File: config.mk
export PLATFORM = sky130hd
export DESIGN_NAME = nist_sn_accum
export DESIGN_NICKNAME = d
export VERILOG_FILES = /design/src/rtl/nist_pkg.sv /design/src/rtl/nist_sn_accum.sv
export SDC_FILE = /design/constraint.sdc
export NUM_CORES = 1
export LEC_CHECK = 0
export CORE_ASPECT_RATIO = 1.4
export CORE_MARGIN = 3
export CORE_UTILIZATION = 30
export CTS_BUF_LIST = sky130_fd_sc_hd__clkbuf_2 sky130_fd_sc_hd__clkbuf_4 sky130_fd_sc_hd__clkbuf_8
export DETAILED_ROUTE_END_ITERATION = 10
export GPL_TIMING_DRIVEN = 0
export SYNTH_ARGS = -nofsm -noshare
export SYNTH_HDL_FRONTEND = slang
export SYNTH_SLANG_ARGS = --single-unit
File: constraint.sdc
create_clock -name clk -period 4.9 [get_ports clk]
set_input_delay 0.735 -clock clk [delete_from_list [all_inputs] [get_ports clk]]
set_output_delay 0.735 -clock clk [all_outputs]
set_load 0.05 [all_outputs]
File: src/rtl/nist_pkg.sv
// Shared defaults and helpers for the NIST SP800-22 on-line health tests.
package nist_pkg;

  localparam int unsigned BLK_LOG2_DEF = 7;
  localparam int unsigned LIMIT_DEF    = 29;
  localparam int unsigned WIN_LOG2_DEF = 7;
  localparam int unsigned MAX_FAIL_DEF = 5;

  // Step applied to the running sum for a 1 bit and for a 0 bit
  localparam int STEP_ONE  = 1;
  localparam int STEP_ZERO = -1;

  // Sum width: two extra bits so +/-2^blk_log2 fits in two's complement
  function automatic int unsigned sn_width(input int unsigned blk_log2);
    return blk_log2 + 2;
  endfunction

endpackage

File: src/rtl/nist_sn_accum.sv
// Running-sum accumulator for one monobit block: Sn register, bit counter,
// |Sn| threshold compare and registered block-done/verdict outputs.
module nist_sn_accum
  import nist_pkg::*;
#(
  parameter int unsigned BLK_LOG2 = BLK_LOG2_DEF,
  parameter int unsigned LIMIT    = LIMIT_DEF
) (
`ifdef NIST_FREQ_STATS_EN
  output logic [BLK_LOG2:0] abs_sn_c,
`endif
  input  logic              clk,
  input  logic              rstn,
  input  logic              clr,
  input  logic              in_valid,
  input  logic              rnd,
  output logic              blk_done,
  output logic              blk_fail,
  output logic              blk_end_c,
  output logic              blk_fail_c
);

  localparam int unsigned SN_W  = sn_width(BLK_LOG2);
  localparam int unsigned ABS_W = SN_W - 1;
  localparam int unsigned CNT_W = BLK_LOG2;

  logic [SN_W-1:0]  sn;
  logic [SN_W-1:0]  sn_next;
  logic [SN_W-1:0]  step;
  logic [ABS_W-1:0] abs_c;
  logic [CNT_W-1:0] bit_cnt;
  logic             accept;

  // Magnitude uses only the low bits: the sum never exceeds 2^BLK_LOG2 in size
  always_comb begin
    accept     = in_valid & ~clr;
    step       = rnd ? SN_W'(STEP_ONE) : SN_W'(STEP_ZERO);
    sn_next    = sn + step;
    abs_c      = sn_next[SN_W-1] ? ABS_W'(~sn_next[ABS_W-1:0] + ABS_W'(1))
                                 : sn_next[ABS_W-1:0];
    blk_end_c  = accept & (&bit_cnt);
    blk_fail_c = (abs_c >= ABS_W'(LIMIT));
  end

`ifdef NIST_FREQ_STATS_EN
  assign abs_sn_c = abs_c;
`endif

  always_ff @(posedge clk or negedge rstn) begin
    if (!rstn) begin
      sn       <= '0;
      bit_cnt  <= '0;
      blk_done <= 1'b0;
      blk_fail <= 1'b0;
    end else if (clr) begin
      sn       <= '0;
      bit_cnt  <= '0;
      blk_done <= 1'b0;
      blk_fail <= 1'b0;
    end else begin
      blk_done <= blk_end_c;
      if (accept) begin
        bit_cnt <= bit_cnt + CNT_W'(1);
        sn      <= blk_end_c ? '0 : sn_next;
      end
      if (blk_end_c) begin
        blk_fail <= blk_fail_c;
      end
    end
  end

endmodule

# After elaboration in Yosys (flattened, before gate mapping)
# Index checks and enable logic that the tools add are counted.
# word_totals
reg_bits	18
# op_classes
n_addsub	3
n_lt_le_gt_ge	1
muxes	10
bitwise_logic	4
n_reduce_logical	3
# ops
cell	n
2-to-1 mux 9 bit	4
2-to-1 mux 7 bit	2
adder 9 bit	1
adder 8 x 1 -> 8 bit (second input constant)	1
greater-or-equal comparator 8 x 5 -> 1 bit (second input constant)	1
2-to-1 mux 8 bit	1
NOT 8 bit	1
adder 7 x 1 -> 7 bit (second input constant)	1
AND reduction 7 bit	1
nonzero test 2 bit	2
2-to-1 mux 1 bit	3
bitwise AND 1 bit	2
NOT 1 bit	1

# Depth between registers and ports, before layout
# Gate-level depths: netlist of run 1.
# depth
ltp_word	8
ltp_mapped	10
ltp_nobuf	9

# Least setup slack after synthesis of run 1
# No wires, ideal clock.
# synth_timing
path_kind	input to output
from	input port rnd
to	output port blk_fail_c
t_arrival_ns	2.784
t_required_ns	4.165
slack_ns	1.381
stages	8
path_cell_list	inv_1 ha_1 a211o_1 a21o_1 and2_4 o41ai_2 o22ai_1 a22oi_2
# synth_between
elab_chain_len	6
# synth_lines
item	line_no	rtl
start, declared	nist_sn_accum.sv:16	input logic rnd,
2-to-1 mux 9 bit (*)	nist_sn_accum.sv:37	step = rnd ? SN_W'(STEP_ONE) : SN_W'(STEP_ZERO);
adder 9 bit (*)	nist_sn_accum.sv:38	sn_next = sn + step;
NOT 8 bit	nist_sn_accum.sv:39	abs_c = sn_next[SN_W-1] ? ABS_W'(~sn_next[ABS_W-1:0] + ABS_W'(1))
adder 8 x 1 -> 8 bit	nist_sn_accum.sv:39	
2-to-1 mux 8 bit (*)	nist_sn_accum.sv:39	
greater-or-equal comparator 8 x 5 -> 1 bit (*)	nist_sn_accum.sv:42	blk_fail_c = (abs_c >= ABS_W'(LIMIT));
end, declared	nist_sn_accum.sv:20	output logic blk_fail_c
# Every way passes the cells marked *; elsewhere a longest branch is shown, timed or not.

# Final worst setup path of run 1
# Ends and elaborated chain as after synthesis.

==> results of run 1 <==
## state kept, by name, indices dropped and copies added (netlist names)
signal    cells
bit_cnt       7
blk_done      1
blk_fail      1
sn            9
## what timing repair did
| item | in CTS | in global routing |
|---|---|---|
| setup endpoints to repair | 0 | 1 |
| resized for setup | 0 | 1 |
| endpoints found under the hold margin | 0 | 0 |
## synthesized netlist by cell type, types with 2 or more instances
cell	n	area (um2)
sky130_fd_sc_hd__dfrtp_1	18	450.4
sky130_fd_sc_hd__nand2_1	14	52.55
sky130_fd_sc_hd__nor2_1	12	45.04
sky130_fd_sc_hd__ha_1	9	112.6
sky130_fd_sc_hd__a21oi_1	7	35.03
sky130_fd_sc_hd__o21ai_0	6	30.03
sky130_fd_sc_hd__xnor2_1	5	43.79
sky130_fd_sc_hd__a22o_1	4	35.03
sky130_fd_sc_hd__inv_1	4	15.01
sky130_fd_sc_hd__nand2b_1	4	25.02
sky130_fd_sc_hd__nor3_1	4	20.02
sky130_fd_sc_hd__xor2_1	4	35.03
sky130_fd_sc_hd__a211oi_1	3	22.52
sky130_fd_sc_hd__nand4_1	3	18.77
sky130_fd_sc_hd__nor3b_1	3	22.52
sky130_fd_sc_hd__o21a_1	3	22.52
sky130_fd_sc_hd__o22ai_1	3	18.77
sky130_fd_sc_hd__a21o_1	2	15.01
sky130_fd_sc_hd__nand3_1	2	10.01
sky130_fd_sc_hd__o221ai_1	2	17.52
## area by class of cell
class,instances,share of cell area [%]
clock buffer,4,3.713
buffer,3,1.266
timing repair buffer,8,5.570
multi-input combinational,112,54.43
sequential,18,30.38
inverter,4,1.013
tap,43,3.629
## placed cells by master (no fill, tap or decap), types with 5 or more instances in the layout
cell type	instances
sky130_fd_sc_hd__nor2_1	12
sky130_fd_sc_hd__dfrtp_1	18
sky130_fd_sc_hd__a21oi_1	7
sky130_fd_sc_hd__nand2_1	14
sky130_fd_sc_hd__ha_1	9
sky130_fd_sc_hd__o21ai_0	6
sky130_fd_sc_hd__xnor2_1	5
sky130_fd_sc_hd__clkdlybuf4s50_1	7
## critical path, delay by kind of cell
family / cells / cell delay [ns]
adder cells (fa/ha/maj): 1 / 0.37
AO/OA/AOI/OAI: 5 / 1.17
buffers and inverters: 3 / 1.24
AND/OR/NAND/NOR: 1 / 0.17
## power groups by stage
stage          Combinational (mW)  Clock, mW  Sequential, mW
5_1_grt                     0.201      0.130           0.170
2_1_floorplan               0.141          0           0.169
6_report                    0.180      0.120           0.168
3_5_place_dp                0.180          0           0.171
4_1_cts                     0.182      0.124           0.168
3_3_place_gp                0.175          0           0.171
## worst max path at each step
| stage | from | end |
|---|---|---|
| after floorplan | rnd | blk_fail_c |
| after global placement | rnd | blk_fail_c |
| after detailed placement | rnd | blk_fail_c |
| after CTS | rnd | blk_fail_c |
| after global routing | rnd | blk_fail_c |
| final | rnd | blk_fail_c |
## metal layers
metal,global-route usage (%),routed length [um],vias to the layer above
li1,-,-,534
met1,13.24,1169,517
met5,0,0,-
met4,5.792,75,0
met2,20.42,1397,18
met3,1.858,74,7
## kinds of logic after synthesis
kind of cell             share of synthesized area [%]
AO/OA/AOI/OAI                                    24.22
XOR/XNOR                                         7.364
adder cells (fa/ha/maj)                          10.27
buffers and inverters                            2.615
flip-flops                                       34.88
multiplexers                                    0.7752
AND/OR/NAND/NOR                                  19.87
==> impl_results.md, run 1 <==
* Min Hold Slack at 0.5143 ns
* Leakage at 0.6352 nW
* Async SR Flop Fraction at 100.0%
* Initial core utilization at 31.85%
* Cell Count Post-Placement at 188
* Die Area at 5138 um2
* Placement-stage cell area at 1425 um2
* Residual DRC at 0
* Max_slew headroom at 44.88%
* Cell-by-cell listing of the critical path: clkdlybuf4s50_1 -> inv_1 -> ha_1 -> a211o_1 -> a21o_1 -> and2_4 -> o41ai_2 -> o22ai_1 -> a22oi_2 -> dlymetal6s2s_1
* Area of the multi-input gates at 807.0 um2
* Register-to-register path setup slack at 2.25 ns
* Gate Count Post-Synth at 137
* Cell at the slowest stage of the critical path: sky130_fd_sc_hd__clkdlybuf4s50_1
* Half-perimeter wire length of the detailed placement result at 2.166 mm
* Cell depth of the worst min-delay path at 1
* Mean post-synth cell area at 9.425 um2
* Final cycle utilization of the critical path at 90.81%
* Post-CTS setup buffer count at 0
* Total power of the final layout at 0.4689 mW
* Area overhead of the layout relative to synthesis at 14.83%
* Global-route total usage across every layer at 11.78%
* TritonCTS clock tree: built
* Sequential-to-total area share from yosys stat at 34.88%
* # IOs at 9
* H-tree lvl count at 1
* Routed Wire Length at 2.716 mm
* Slew at the pin with the worst max-slew slack at 0.8243 ns
* Run status: complete, no violations
* Period minus WS final at 4.450 ns
* Most used flip-flop cell after synthesis: sky130_fd_sc_hd__dfrtp_1
* Hold buffer count at cts at 0
* PnR worst setup slack at 0.4504 ns
* Maximum root-to-sink buffer count at 2
* Max Slew Vio Count at 0
* Path class of the lowest-slack min-delay path: reg2reg
* Die span in x at 61.45 um
* Synth unique cells at 45
* Cell row count at 27
* Nets at 165
* Data arrival time of the worst path at 3.71 ns
* Sequential share of power at 35.9%
* Routed length per instance at 14.15 um
* Vias after detailed routing at 1076
* Congestion Overflow GR at 0
* Beginning of the worst register-to-register path: sn[0]
* Summed negative setup slack over all endpoints at 0 ns
* Net Switching at 0.1593 mW
* Synthesized cell area at 1291 um2
* Syn. warnings at 0
* Final instance area at 1483 um2
* Clock network latency to the later pin of the worst-skew pair at 0.26 ns
* Capture endpoint of the worst hold path: sn[6]
* Wire length of the first global-routing pass at 4.685 mm
* Startpoint of the tightest hold check path: sn[6]
* FF+latch area at 450.4 um2
* Area of the core at 4054 um2
* VDD IR max at 157.7 uV
* Largest net degree at the start of global routing at 19
* Fmax at 0.2247 GHz
* Antenna diode count at 0
* Worst clock skew at 0.001429 ns
* Type of origin of the critical path: input port
* Layout filler cell count at 419
* Final count of hold timing violations at 0
* Pwr/cell area at 316.2 nW/um2
* Reg2reg end: blk_fail
* Port-buffer cells at 8
* Root buffer cell: sky130_fd_sc_hd__clkbuf_8
* Ratio of cells with drive above 1 in the final layout at 8.725%
* Post-DRT Antenna Nets at 0
* Share of total power in the clock network at 25.6%
* Maximum capacitance violations at 0
* Syn_nets at 152
* Total number of clock tree sinks at 18
* Largest incremental delay on the critical path at 0.59 ns
* Number of CTS-inserted buffers at 3
* Final estimated routing congestion in global placement at 0.8085
* Portion of total power attributed to combinational logic at 38.5%
* Dpl ws at 0.03834 ns
* Internal power of the cells at 0.3096 mW
* Clk pin slew, worst setup/hold paths at 0.06 ns
* CP Data Required Time at 4.16 ns
* Max Fanout on Critical Path at 7
* EDFF count, synth at 0
* Non-filler instance count after layout at 192
* Critical path type: in2out
* Fraction of power spent switching nets at 33.97%
* Critical path capture point type: output port
* R2R depth at 9
* Number of storage elements in the synthesis netlist at 18
* Number of global-route vias before repair at 1096
* Die height at 83.63 um
* First-pass detailed-route iteration total at 4
* Iteration-0 DRC Markers at 14
* Unrepaired setup endpoints after global routing: no
* Routed vias/inst at 5.604
* Post-Route Utilization at 36.57%
* Number of failing setup endpoints in the final timing report at 0
* Initial antenna violation count at 0
(Power assumes the default switching activity.)
==> run 2, diff against run 1 <==
- CAP_MARGIN: default -> 20
- CORE_MARGIN: 3 -> 8
==> run 2 against run 1 <==
Against the previous run: worst hold slack worse by 0.013 ns; power grew 0.29%; final cell count increased by 1.0%; count of clock-buffer cells in the layout stayed put; maximum frequency is 0.88% lower; non-clock buffer count did not move; largest power group unchanged; critical path type unchanged; largest cell class unchanged; register-to-register slack got worse by 0.04 ns; worst setup slack worse by 0.039 ns; clock power about the same; sequential power barely moved; first-iteration DRC count grew 36%; design area shrank 0.34%.
==> impl_results.md, run 2 (synthesis results as in run 1) <==
* Vias after detailed routing at 1119 (+4.0%)
* Max Fanout on Critical Path at 7 (unchanged)
* Clk pin slew, worst setup/hold paths at 0.07 ns (about the same)
* Worst clock skew at 0.004837 ns (+0.003408 ns)
* Area of the core at 4169 um2 (+2.8%)
* Register-to-register path setup slack at 2.21 ns (-0.04 ns)
* Maximum capacitance violations at 0 (unchanged)
* Capture endpoint of the worst hold path: sn[5]
* First-pass detailed-route iteration total at 4 (unchanged)
* Die height at 93.63 um (+12%)
* Type of origin of the critical path: input port
* Area overhead of the layout relative to synthesis at 14.44%
* Routed vias/inst at 5.768 (+2.9%)
* Antenna diode count at 0 (unchanged)
* Initial core utilization at 30.97% (-0.88 points)
* Routed length per instance at 15.77 um (+12%)
* Data arrival time of the worst path at 3.75 ns (+0.04 ns)
* Wire length of the first global-routing pass at 5.368 mm (+15%)
* Leakage at 0.6331 nW (-0.33%)
* Iteration-0 DRC Markers at 19 (+5)
* Run status: complete, no violations
* Half-perimeter wire length of the detailed placement result at 2.402 mm (+11%)
* Routed length on met2 at 1.565 mm (+12%)
* Largest register FFs at 9 (unchanged)
* Die Area at 6689 um2 (+30%)
* Residual DRC at 0 (unchanged)
* Hold buffer count at cts at 0 (unchanged)
* Top sig layer: met4
* Congestion Overflow GR at 0 (unchanged)
* Ratio of cells with drive above 1 in the final layout at 9.396% (+0.67 points)
* VDD IR max at 172.4 uV (+9.3%)
* Maximum root-to-sink buffer count at 2 (unchanged)
* Routed Wire Length at 3.060 mm (+13%)
* Number of failing setup endpoints in the final timing report at 0 (unchanged)
* Largest net degree at the start of global routing at 19 (unchanged)
* Cell row count at 28 (+3.7%)
* Cell Count Post-Placement at 190 (+1.1%)
* Post-CTS setup buffer count at 0 (unchanged)
* Cell depth of the worst min-delay path at 2 (+1)
* Max_slew headroom at 44.01% (-0.86 points)
* Path class of the lowest-slack min-delay path: reg2reg
* Startpoint of the tightest hold check path: sn[5]
* Global-route total usage across every layer at 9.973% (-1.8 points)
* Reg2reg end: blk_fail
* Commonest cells after routing, fill and taps aside: sky130_fd_sc_hd__dfrtp_1 (18), sky130_fd_sc_hd__nand2_1 (14), sky130_fd_sc_hd__nor2_1 (12)
* Clock network latency to the later pin of the worst-skew pair at 0.25 ns (about the same)
* Root buffer cell: sky130_fd_sc_hd__clkbuf_8
* Largest registers: sn x9, bit_cnt x7
* Largest register by flop count: sn
* # IOs at 9 (unchanged)
* Fmax at 0.2228 GHz (-0.88%)
* Number of CTS-inserted buffers at 3 (unchanged)
* Post-DRT Antenna Nets at 0 (unchanged)
* WP buf/inv at 3 (unchanged)
* Beginning of the worst register-to-register path: sn[0]
* Non-filler instance count after layout at 194 (+1.0%)
* Crit-path leading delay family: buffers and inverters
* Dpl ws at -0.09097 ns (-0.1293 ns)
* Layout filler cell count at 438 (+4.5%)
* H-tree lvl count at 1 (unchanged)
* Final cycle utilization of the critical path at 91.61% (+0.80 points)
* Max Slew Vio Count at 0 (unchanged)
* Port-buffer cells at 8 (unchanged)
* Cell at the slowest stage of the critical path: sky130_fd_sc_hd__clkdlybuf4s50_1
* Final estimated routing congestion in global placement at 0.8827 (+9.2%)
* Total number of clock tree sinks at 18 (unchanged)
* Unrepaired setup endpoints after global routing: no
* TritonCTS clock tree: built
* CP Data Required Time at 4.16 ns (about the same)
* Routed metal-1 wire length at 1.288 mm (+10%)
* Initial antenna violation count at 0 (unchanged)
* Commonest non-fill, non-tap cell in the layout: sky130_fd_sc_hd__dfrtp_1
* Area of the multi-input gates at 807.0 um2 (unchanged)
* PnR worst setup slack at 0.4110 ns (-0.03939 ns)
* Cell-by-cell listing of the critical path: clkdlybuf4s50_1 -> inv_1 -> ha_1 -> nand2b_1 -> a211oi_2 -> o22ai_1 -> xnor2_1 -> o21ai_0 -> a22oi_2 -> clkbuf_2
* Pwr/cell area at 318.2 nW/um2 (+0.63%)
* Final count of hold timing violations at 0 (unchanged)
* Critical path type: in2out
* Number of global-route vias before repair at 1172 (+6.9%)
* Largest incremental delay on the critical path at 0.65 ns (+0.06 ns)
* FF+latch area at 450.4 um2 (unchanged)
* Post-Route Utilization at 35.44% (-1.1 points)
* R2R depth at 9 (unchanged)
* Die span in x at 71.45 um (+16%)
* Metal3 WL at 74 um (unchanged)
* Critical path capture point type: output port
* Period minus WS final at 4.489 ns (+0.03939 ns)
* Nets at 165 (unchanged)
* Slew at the pin with the worst max-slew slack at 0.8372 ns (+0.01287 ns)
run 2: per-layer routing:
| layer | vias up | track usage, % |
|---|---|---|
| met4 | 0 | 6.272 |
| met3 | 11 | 1.392 |
| met1 | 539 | 10.33 |
| met5 | - | 0 |
| met2 | 32 | 18.29 |
| li1 | 537 | - |
run 2: worst register-to-register path, cell delays in order (launching register included):
cell                       delay, ns
sky130_fd_sc_hd__dfrtp_1        0.48
sky130_fd_sc_hd__inv_1          0.12
sky130_fd_sc_hd__fa_1           0.47
sky130_fd_sc_hd__nand2b_1       0.26
sky130_fd_sc_hd__a211oi_2       0.31
sky130_fd_sc_hd__o22ai_1        0.16
sky130_fd_sc_hd__xnor2_1        0.30
sky130_fd_sc_hd__and3_4         0.23
sky130_fd_sc_hd__a22oi_2        0.08
sky130_fd_sc_hd__a21o_1         0.18
run 2: how the worst max path moves through the flow:
stage	from	endpoint	slack (ns)	cells after the start
after floorplan	rnd	blk_fail_c	1.38	8
after global placement	rnd	blk_fail_c	0.007	10
after detailed placement	rnd	blk_fail_c	-0.09	10
after CTS	rnd	blk_fail_c	0.19	10
after global routing	rnd	blk_fail_c	0.20	10
final	rnd	blk_fail_c	0.41	10
run 2: timing repair:
| action | 4_1_cts | 5_1_grt |
|---|---|---|
| gates resized for setup | 1 | 2 |
| gates cloned | 0 | 0 |
| endpoints found under the hold margin | 0 | 0 |
| setup endpoints to repair | 1 | 1 |
run 2: metrics by stage:
step                hold slack (ns)  power [mW]  setup TNS, ns  instance area, um2
floorplan                    0.4394      0.3099              0                1291
global placement             0.4918      0.3464              0                1428
detailed placement           0.4957      0.3541       -0.09097                1428
CTS                          0.5123      0.4741              0                1481
global route                 0.5286      0.4983              0                1478
finish                       0.5014      0.4702              0                1478
run 2: final cells by class:
class | instances | share of cell area [%]
multi-input cells | 112 | 54.61
inverters | 4 | 1.016
clock buffers | 4 | 3.726
repair buffers | 8 | 5.080
well taps | 45 | 3.810
plain buffers | 3 | 1.270
flip-flops and latches | 18 | 30.48
run 2: power breakdown:
group	internal [mW]	total, mW	switching (mW)
registers	0.160	0.168	0.00868
logic	0.0766	0.183	0.106
clock network	0.0713	0.119	0.0481
total	0.307	0.470	0.163
==> run 3, diff against run 2 <==
- CORE_MARGIN: 8 -> 2
==> run 3 against run 2 <==
Against the previous run: worst setup slack worse by 0.20 ns; die area down 27%; non-clock buffer count is the same; critical path type unchanged; critical path depth unchanged; combinational power about the same.
==> impl_results.md, run 3 (synthesis results as in run 1) <==
* Run status: complete, no violations
* Half-perimeter wire length of the detailed placement result at 2.227 mm (-7.3%)
* Number of global-route vias before repair at 1159 (-1.1%)
* Fmax at 0.2133 GHz (-4.2%)
* Post-DRT Antenna Nets at 0 (unchanged)
* Congestion Overflow GR at 0 (unchanged)
* Cell row count at 28 (unchanged)
* Cell-by-cell listing of the critical path: clkdlybuf4s50_1 -> inv_1 -> ha_1 -> nand2b_1 -> a211oi_2 -> o22ai_1 -> xnor2_1 -> o21ai_0 -> a22oi_2 -> dlygate4sd2_1
* Ratio of cells with drive above 1 in the final layout at 8.725% (-0.67 points)
* H-tree lvl count at 1 (unchanged)
* Leakage at 0.6323 nW (-0.14%)
* Nets at 165 (unchanged)
* Die Area at 4852 um2 (-27%)
* Total number of clock tree sinks at 18 (unchanged)
* Residual DRC at 0 (unchanged)
* Period minus WS final at 4.688 ns (+0.1986 ns)
* Routed length per instance at 14.88 um (-5.7%)
* Iteration-0 DRC Markers at 32 (+13)
* Summed negative setup slack over all endpoints at 0 ns (unchanged)
* Final count of hold timing violations at 0 (unchanged)
* Maximum root-to-sink buffer count at 2 (unchanged)
* Largest register FFs at 9 (unchanged)
* Antenna diode count at 0 (unchanged)
* Initial antenna violation count at 0 (unchanged)
* Max Fanout on Critical Path at 7 (unchanged)
* Initial core utilization at 30.97% (unchanged)
* Routed vias/inst at 5.660 (-1.9%)
* Cell at the slowest stage of the critical path: sky130_fd_sc_hd__clkdlybuf4s50_1
* # IOs at 9 (unchanged)
* Unrepaired setup endpoints after global routing: no
* CP Data Required Time at 4.16 ns (about the same)
* Critical path type: in2out
* Post-Route Utilization at 35.53% (+0.090 points)
* Final estimated routing congestion in global placement at 0.8325 (-5.7%)
* Die height at 81.63 um (-13%)
* Max_slew headroom at 45.87% (+1.9 points)
* Largest net degree at the start of global routing at 19 (unchanged)
* Wire length of the first global-routing pass at 5.071 mm (-5.5%)
* WP buf/inv at 3 (unchanged)
* Commonest cells after routing, fill and taps aside: sky130_fd_sc_hd__dfrtp_1 (18), sky130_fd_sc_hd__nand2_1 (14), sky130_fd_sc_hd__nor2_1 (12)
* Critical path capture point type: output port
* Vias after detailed routing at 1098 (-1.9%)
* Final cycle utilization of the critical path at 95.67% (+4.1 points)
* Largest incremental delay on the critical path at 0.64 ns (about the same)
* Routed Wire Length at 2.887 mm (-5.7%)
* Max Slew Vio Count at 0 (unchanged)
* Slew at the pin with the worst max-slew slack at 0.8094 ns (-0.02774 ns)
* TritonCTS clock tree: built
* VDD IR max at 207.5 uV (+20%)
* Type of origin of the critical path: input port
* Number of failing setup endpoints in the final timing report at 0 (unchanged)
* Largest register by flop count: sn
* Root buffer cell: sky130_fd_sc_hd__clkbuf_8
* Layout filler cell count at 411 (-6.2%)
* Area overhead of the layout relative to synthesis at 14.73%
* Largest registers: sn x9, bit_cnt x7
* Path class of the lowest-slack min-delay path: reg2reg
* First-pass detailed-route iteration total at 4 (unchanged)
* Area of the core at 4169 um2 (unchanged)
* Clock network latency to the later pin of the worst-skew pair at 0.25 ns (about the same)
* Global-route total usage across every layer at 13.28% (+3.3 points)
* Maximum capacitance violations at 0 (unchanged)
* Port-buffer cells at 8 (unchanged)
* Number of CTS-inserted buffers at 3 (unchanged)
* Crit-path leading delay family: buffers and inverters
* Data arrival time of the worst path at 3.95 ns (+0.20 ns)
* Clk pin slew, worst setup/hold paths at 0.07 ns (about the same)
* Commonest non-fill, non-tap cell in the layout: sky130_fd_sc_hd__dfrtp_1
* Worst clock skew at 0.005029 ns (+0.0001921 ns)
* Pwr/cell area at 317.2 nW/um2 (-0.31%)
* Die span in x at 59.45 um (-17%)
## run 3: cell type report
cell class                 count  area, um2  share of cell area, %
multi-input combinational    112      807.0                  54.48
sequential                    18      450.4                  30.41
timing repair buffer           8      78.83                  5.321
tap                           45      56.30                  3.801
clock buffer                   4      55.05                  3.716
buffer                         3      18.77                  1.267
inverter                       4      15.01                  1.014
## run 3: routing by layer
layer  vias up  global-route usage, %  part of all wire [%]
li1        533                      -                     -
met1       533                  15.41                    44
met2        23                  23.41                    50
met3         9                  1.102                   1.6
met4         0                  7.500                   4.0
met5         -                      0                     0
## run 3: worst paths after layout
path,startpoint,to,slack (ns),cells past startpoint
max,rnd,blk_fail_c,0.21,10
min,sn[5],sn[5],0.51,2
max reg2reg,sn[0],blk_fail,2.23,9
min reg2reg,sn[5],sn[5],0.51,2
max in group asynchronous,rstn,bit_cnt[1],3.45,1
min in group asynchronous,rstn,sn[8],0.95,1
## run 3: power breakdown
group	leakage [nW]	internal [mW]	switching (mW)	total [mW]
logic	0.360	0.0771	0.104	0.181
clock network	0.0288	0.0714	0.0491	0.120
registers	0.244	0.160	0.00863	0.168
total	0.632	0.308	0.162	0.470
## run 3: what timing repair did
action	CTS	global route
gates resized for setup	1	0
endpoints found under the hold margin	0	0
setup endpoints to repair	1	0
buffers inserted	0	0
hold buffers	0	0
## run 3: worst min-delay path: cells and delay by family, from the launching register on
| kind | cells | cell delay [ns] |
|---|---|---|
| AO/OA/AOI/OAI | 1 | 0.07 |
| AND/OR/NAND/NOR | 1 | 0.05 |
| flip-flops | 1 | 0.36 |
## run 3: through the flow
| step | std cells | power, mW | hold slack [ns] | area, um2 | setup WS [ns] |
|---|---|---|---|---|---|
| floorplan | 137 | 0.3099 | 0.4394 | 1291 | 1.381 |
| global route | 194 | 0.4956 | 0.5303 | 1481 | 0.08084 |
| detailed placement | 190 | 0.3514 | 0.5001 | 1428 | -0.01370 |
| finish | 194 | 0.4700 | 0.5127 | 1481 | 0.2124 |
| global placement | 190 | 0.3464 | 0.4921 | 1428 | 0.008028 |
| CTS | 194 | 0.4721 | 0.5155 | 1481 | 0.2475 |
